--- config.mk ---
export PLATFORM = sky130hd
export DESIGN_NAME = regfile_sequencer
export DESIGN_NICKNAME = d
export VERILOG_FILES = /design/src/rtl/regfile_sequencer.sv
export SDC_FILE = /design/constraint.sdc
export NUM_CORES = 1
export LEC_CHECK = 0
export ABC_AREA = 1
export CORE_UTILIZATION = 40
export CTS_CLUSTER_SIZE = 14
export DETAILED_ROUTE_END_ITERATION = 16
export GPL_ROUTABILITY_DRIVEN = 0
export PLACE_DENSITY = 0.76
export SKIP_CTS_REPAIR_TIMING = 1
export SYNTH_ARGS = -nofsm -noshare
export SYNTH_HDL_FRONTEND = slang
export SYNTH_SLANG_ARGS = --single-unit
export TNS_END_PERCENT = 20
--- constraint.sdc ---
create_clock -name clk -period 1.3 [get_ports clk]
set_clock_uncertainty 0.1 [all_clocks]
set_input_delay 0.26 -clock clk [delete_from_list [all_inputs] [get_ports clk]]
set_output_delay 0.26 -clock clk [all_outputs]
set_load 0.05 [all_outputs]
--- src/rtl/regfile_sequencer.sv ---
`default_nettype none
// +--------------------------------------------------------------------------+
// | regfile_sequencer: round-robin command sequencer for the 8x8 reg file.   |
// | Optional power-up scrub state enabled by REGSEQ_SCRUB_EN.  Rev 1.0       |
// +--------------------------------------------------------------------------+
module regfile_sequencer (
  input  logic       clk,
  input  logic       reset,
  input  logic       c0_req,
  input  logic [1:0] c0_op,
  input  logic [2:0] c0_rd,
  input  logic [2:0] c0_rs,
  input  logic [7:0] c0_data,
  output logic       c0_ack,
  input  logic       c1_req,
  input  logic [1:0] c1_op,
  input  logic [2:0] c1_rd,
  input  logic [2:0] c1_rs,
  input  logic [7:0] c1_data,
  output logic       c1_ack,
  output logic       rf_load,
  output logic [2:0] rf_addr_a,
  output logic [2:0] rf_addr_b,
  output logic       rf_mb_select,
  output logic [7:0] rf_d_in,
  output logic       rf_reset_all,
  input  logic [7:0] rf_val_a,
  input  logic [7:0] rf_val_b,
  output logic       busy
);

  typedef enum logic [2:0] {
    ST_IDLE    = 3'd0,
    ST_EXEC    = 3'd1,
    ST_SW_READ = 3'd2,
    ST_SW_WR_A = 3'd3,
    ST_SW_WR_B = 3'd4
`ifdef REGSEQ_SCRUB_EN
    ,
    ST_INIT    = 3'd5
`endif
  } state_t;

  localparam logic [1:0] OP_WRITE = 2'b00;
  localparam logic [1:0] OP_CLEAR = 2'b01;
  localparam logic [1:0] OP_COPY  = 2'b10;
  localparam logic [1:0] OP_SWAP  = 2'b11;

`ifdef REGSEQ_SCRUB_EN
  localparam state_t RESET_STATE = ST_INIT;
`else
  localparam state_t RESET_STATE = ST_IDLE;
`endif

  state_t     state_q, state_d;
  logic [1:0] op_q, op_d;
  logic [2:0] rd_q, rd_d;
  logic [2:0] rs_q, rs_d;
  logic [7:0] data_q, data_d;
  logic       gnt_q, gnt_d;
  logic       last_q, last_d;
  logic [7:0] tmp_a_q, tmp_a_d;
  logic [7:0] tmp_b_q, tmp_b_d;
  logic       win;
  logic       ack;

  always_ff @(posedge clk or posedge reset) begin
    if (reset) begin
      state_q <= RESET_STATE;
      op_q    <= 2'b00;
      rd_q    <= 3'd0;
      rs_q    <= 3'd0;
      data_q  <= 8'h00;
      gnt_q   <= 1'b0;
      last_q  <= 1'b1;
      tmp_a_q <= 8'h00;
      tmp_b_q <= 8'h00;
    end else begin
      state_q <= state_d;
      op_q    <= op_d;
      rd_q    <= rd_d;
      rs_q    <= rs_d;
      data_q  <= data_d;
      gnt_q   <= gnt_d;
      last_q  <= last_d;
      tmp_a_q <= tmp_a_d;
      tmp_b_q <= tmp_b_d;
    end
  end

  always_comb begin
    state_d      = state_q;
    op_d         = op_q;
    rd_d         = rd_q;
    rs_d         = rs_q;
    data_d       = data_q;
    gnt_d        = gnt_q;
    last_d       = last_q;
    tmp_a_d      = tmp_a_q;
    tmp_b_d      = tmp_b_q;
    win          = 1'b0;
    ack          = 1'b0;
    busy         = 1'b1;
    rf_load      = 1'b0;
    rf_addr_a    = 3'd0;
    rf_addr_b    = 3'd0;
    rf_mb_select = 1'b0;
    rf_d_in      = 8'h00;
    rf_reset_all = 1'b0;
    case (state_q)
      ST_IDLE: begin
        busy = 1'b0;
        if (c0_req || c1_req) begin
          // On contention the requester not granted last wins.
          win    = (c0_req && c1_req) ? ~last_q : c1_req;
          gnt_d  = win;
          last_d = win;
          op_d   = win ? c1_op   : c0_op;
          rd_d   = win ? c1_rd   : c0_rd;
          rs_d   = win ? c1_rs   : c0_rs;
          data_d = win ? c1_data : c0_data;
          state_d = ((win ? c1_op : c0_op) == OP_SWAP) ? ST_SW_READ : ST_EXEC;
        end
      end
      ST_EXEC: begin
        rf_load   = 1'b1;
        rf_addr_a = rd_q;
        case (op_q)
          OP_WRITE: rf_d_in = data_q;
          OP_CLEAR: rf_d_in = 8'h00;
          OP_COPY: begin
            rf_addr_b    = rs_q;
            rf_mb_select = 1'b1;
            rf_d_in      = rf_val_b;
          end
          default:  rf_d_in = 8'h00;
        endcase
        ack     = 1'b1;
        state_d = ST_IDLE;
      end
      ST_SW_READ: begin
        rf_addr_a    = rd_q;
        rf_addr_b    = rs_q;
        rf_mb_select = 1'b1;
        tmp_a_d      = rf_val_a;
        tmp_b_d      = rf_val_b;
        state_d      = ST_SW_WR_A;
      end
      ST_SW_WR_A: begin
        rf_load   = 1'b1;
        rf_addr_a = rd_q;
        rf_d_in   = tmp_b_q;
        state_d   = ST_SW_WR_B;
      end
      ST_SW_WR_B: begin
        rf_load   = 1'b1;
        rf_addr_a = rs_q;
        rf_d_in   = tmp_a_q;
        ack       = 1'b1;
        state_d   = ST_IDLE;
      end
`ifdef REGSEQ_SCRUB_EN
      ST_INIT: begin
        // Held in INIT during reset; the scrub pulse only starts once released.
        busy         = !reset;
        rf_reset_all = !reset;
        state_d      = ST_IDLE;
      end
`endif
      default: state_d = ST_IDLE;
    endcase
  end

  assign c0_ack = ack & ~gnt_q;
  assign c1_ack = ack &  gnt_q;

endmodule
`default_nettype wire

* Word level (Yosys, flattened, before mapping)
Index checks and enable logic that the tools add are counted.
** Storage, ports and cells
- Register bits after elaboration :: 37
- Input bits :: 52
- Output and inout bits :: 20
- Logic and storage cells :: 46
** Operators by class
- Equality and inequality tests :: 7
- Muxes and demuxes :: 18
- Bitwise gates (word level) :: 4
- Reduce and logical (&&, ||, !) cells :: 8
** Operator list (number)
- 8-bit case mux with 3 select lines :: 1
- 8-bit case mux with 2 select lines :: 1
- 3-bit 2-to-1 mux :: 4
- 3-bit case mux with 2 select lines :: 2
- 3-bit case mux with 3 select lines :: 1
- 8-bit 2-to-1 mux :: 1
- 3-bit by 2-bit equality test with 1-bit output, second input constant :: 2
- 3-bit OR reduction :: 2
- 1-bit 2-to-1 mux :: 5
- 2-bit equality test, second input constant :: 2
- 2-bit 2-to-1 mux :: 2
- 3-bit by 1-bit equality test with 1-bit output, second input constant :: 1
- 3-bit equality test, second input constant :: 1
- 3-bit logical NOT :: 1
- 1-bit AND :: 2
- 2-bit logical NOT :: 1
- 2-bit inequality test, second input constant :: 1
- 1-bit inverter :: 2
- 1-bit case mux with 2 select lines :: 1
- 2-bit AND reduction :: 1
- 2-bit OR reduction :: 1
- 1-bit logical AND :: 1
- 1-bit logical OR :: 1

* Logic depth before layout (Yosys ltp)
- Depth in word-level cells :: 7
- Mapped depth :: 7
- Depth with buffers taken out :: 7

* Worst setup path after synthesis
OpenSTA, ideal clock, no wires.
- Path kind :: register -> output
- Start point :: register state_q[2]
- End point :: output rf_addr_b[0]
- Data arrival time :: 1.573 ns
- Required time :: 0.940 ns
- Setup slack :: -0.633 ns
- Stages on the path, launching flop included :: 6
- Path buffers :: 0
- Cells stage by stage :: dfrtp_1 > inv_1 > nand3_1 > nor2_2 > nor2_1 > nor2_1
** Between the ends
- Cells in the longest elaborated chain, start to end :: 2
- Elaborated cells on any way between the ends :: 3
- Classes of those cells :: eq/ne (2); mux (1)
** RTL lines
- start: declaration :: line 55 : state_t state_q, state_d;
- start signal: assignment :: line 79 : state_q <= state_d;
- 3-bit by 2-bit equality test with 1-bit output / 3-bit by 1-bit equality test with 1-bit output (equally long branches) :: line 110 : case (state_q)
- 3-bit case mux with 2 select lines * :: line 110
- end: declaration :: line 23 : output logic [2:0] rf_addr_b,
Mark *: on every way between the ends. The rest lies on a longest branch, timed or not.

* Worst setup path in the final report
- Start point :: register state_q[1]
- End point :: output rf_mb_select
** Between the ends
- Cells in the longest elaborated chain, start to end :: 2
- Elaborated cells on any way between the ends :: 3
- Classes of those cells :: eq/ne (2); mux (1)
** RTL lines
- 3-bit by 2-bit equality test with 1-bit output / 3-bit by 1-bit equality test with 1-bit output (equally long branches) :: line 110
- 1-bit case mux with 2 select lines * :: line 110
- end: declaration :: line 24 : output logic rf_mb_select,
Marks and branches as above.

==> out/results.ini <==
[run_status]
run_status=finished, violations left
violations=setup timing

[logic_synthesis]
synth-simple-area-share=0.2941
ys_seq_elements=37
synth_warnings=0
synth_cell_types=26
syn_area_per_cell_sq_um=7.881
netlist.area_leader.share=0.4554
yosys-top-cells-area=dfrtp_1, nand2_1, o21ai_0
synth_top_area_cell=dfrtp_1
synthAdderAreaFrac=0
synth_top_family_by_area=simple AND/OR/NAND/NOR gates
ys_seq_area_frac=0.4687
synthXorXnorAreaFrac=0
synthMuxAreaShare=0
synth-compound-area-share=0.1600
synth_nets=303
synthCells=251
netlist_area_sq_um=1978

[routing]
drtPass1Iterations=4
vias_per_cell=4.872
first_iter_violations=184
wl_microns=5496
num_vias=2022
ant_nets=0
drc_errors=0
post_drt_wl_per_cell_microns=13.24

[floorplanning]
ios=72
start_util=0.4161
die_w_microns=72.33
num_rows=25
core_area_sq_um=4755
die_h_microns=72.33
dieArea_sq_um=5231

[cells_and_area]
antenna_cells=0
stdcell_area_sq_um=3387
layout_commonest_cell=nand2_1
area_delta_synth_final_pct=71.22
drive_above_1_share=0.2989
final_cell_mix=nand2_1, clkdlybuf4s50_1, dfrtp_1, buf_4, buf_12
fin_cells=415
utilization=0.7124
final_nets=399

[global_routing]
grt_max_degree=26
grt_pass1_vias=1857
globalRouteOverflowTotal=0
grt.total_usage=0.2141
antenna_found_initial=0
grt_pass1_wl_microns=8562

[clock_network]
cts_buffers=5
cts_root_buffer=clkbuf_8
cts.clk_slew.worst_paths_ps=70
htree_levels=2
cts_tree=done
clock-sinks=37
clockBufferDepth=2
clock_latency_ps=290

[setup_path]
worst_ep_arrival_time_ps=1610
r2r_cells=8
cp.required_ps=940
r2r-end=rs_q[1]$_DFFE_PP0P_
setup.worst_path.class=reg -> out
path_buf_inv=4
critPathMaxFanout=4
slowest_stage=dfrtp_1
r2r-start=state_q[1]$_DFFE_PP0P_
endpoint_kind=primary output
crit_top_cell=inv_2
crit_path_start_kind=flip-flop
crit_chain=inv_2 -> nor2_1 -> nand2_2 -> inv_2 -> nor2_4 -> clkinvlp_4 -> buf_4
path_delay_family=buffers and inverters
reg2reg_setup_slack_ps=-340
slowest_delay_ps=430

[timing]
fmax_mhz=507.7
fin_hold_ws_ps=247.9
period_share=1.515
tns_ps=-17260
drv_slew=0
relSlewSlack=0.6343
setup_viol=55
hold_viol=0
finalCriticalPeriod_ps=1970
rsz0062_at_grt=yes
worst_slack_ps=-669.6
worst_pin_slew_ps=544.9

[power]
power.share.sequential=0.224
power_leakage_nw=1.530
power_switching_mw=4.241
power_density_nw_per_um2=2733
total_power_mw=9.256
ir_drop_uv=1490
p_sw_frac=0.4582
internal-power_mw=5.015
power_frac_clock=0.110
combPwrFrac=0.665

[place]
dp.cells=406
hpwlAfterDp_microns=4031
dpl_cell_area_sq_um=3188
portBuffers=70
place_ws_ps=-368.4

[run]
drv_cap=0

[hold_path]
min_path_type=in -> async

cell families (layout without fill, tap and decap cells):
logic type,after synthesis,in the layout
other cells,1,1
simple gates,139,139
buf+inv,28,125
flops,37,37
compound gates,46,46
cell type report:
| type | instances | area (sq um) |
|---|---|---|
| clock buffer | 7 | 86.33 |
| clock inverter | 1 | 30.03 |
| tap | 67 | 83.83 |
| fill | 353 | 1368 |
| multi-input combinational | 186 | 1056 |
| timing repair buffer | 97 | 1116 |
| sequential | 37 | 928.4 |
| inverter | 20 | 86.33 |
worst max-delay path by stage:
stage / cells past startpoint / end / from
3_3_place_gp: 7 / rs_q[0]$_DFFE_PP0P_ / c1_req
6_report: 7 / rf_mb_select / state_q[1]$_DFFE_PP0P_
5_1_grt: 7 / rf_d_in[6] / state_q[1]$_DFFE_PP0P_
4_1_cts: 7 / rf_d_in[6] / state_q[1]$_DFFE_PP0P_
3_5_place_dp: 6 / data_q[7]$_DFFE_PP0P_ / c0_req
2_1_floorplan: 6 / rf_d_in[0] / state_q[1]$_DFFE_PP0P_
registers in the layout, summed over array words and instances, names as in the netlist:
name     flops
state_q      3
rd_q         3
data_q       8
rs_q         3
last_q       1
tmp_b_q      8
gnt_q        1
op_q         2
tmp_a_q      8
tightest hold or removal path: cells and delay by family:
family                 cells  cell delay (ps)
buffers and inverters      3              730
Yosys cell counts, drive strengths merged:
library cell and n:
a21oi 2, buf 7, clkbuf 1, clkinv 2, conb 1, dfrtp 36, dfstp 1, inv 18
nand2 99, nand3 4, nand4 8, nor2 27, nor3 1, o21ai 35, o22ai 9
layer usage:
layer / up-vias / wire, microns / GRT usage
met1: 942 / 2416 / 0.2910
li1: 1000 / - / -
met5: - / 0 / 0
met4: 0 / 96 / 0.06536
met2: 69 / 2672 / 0.3396
met3: 11 / 310 / 0.05139
power by group through the flow:
stage | clock network (mW) | registers [mW] | logic [mW]
2_1_floorplan | 0 | 1.98 | 3.56
4_1_cts | 1.04 | 2.04 | 5.83
3_5_place_dp | 0 | 2.06 | 5.80
3_3_place_gp | 0 | 2.04 | 5.72
6_report | 1.02 | 2.08 | 6.16
5_1_grt | 1.08 | 2.13 | 6.54
Note: power is estimated with default switching activity, not from simulation.
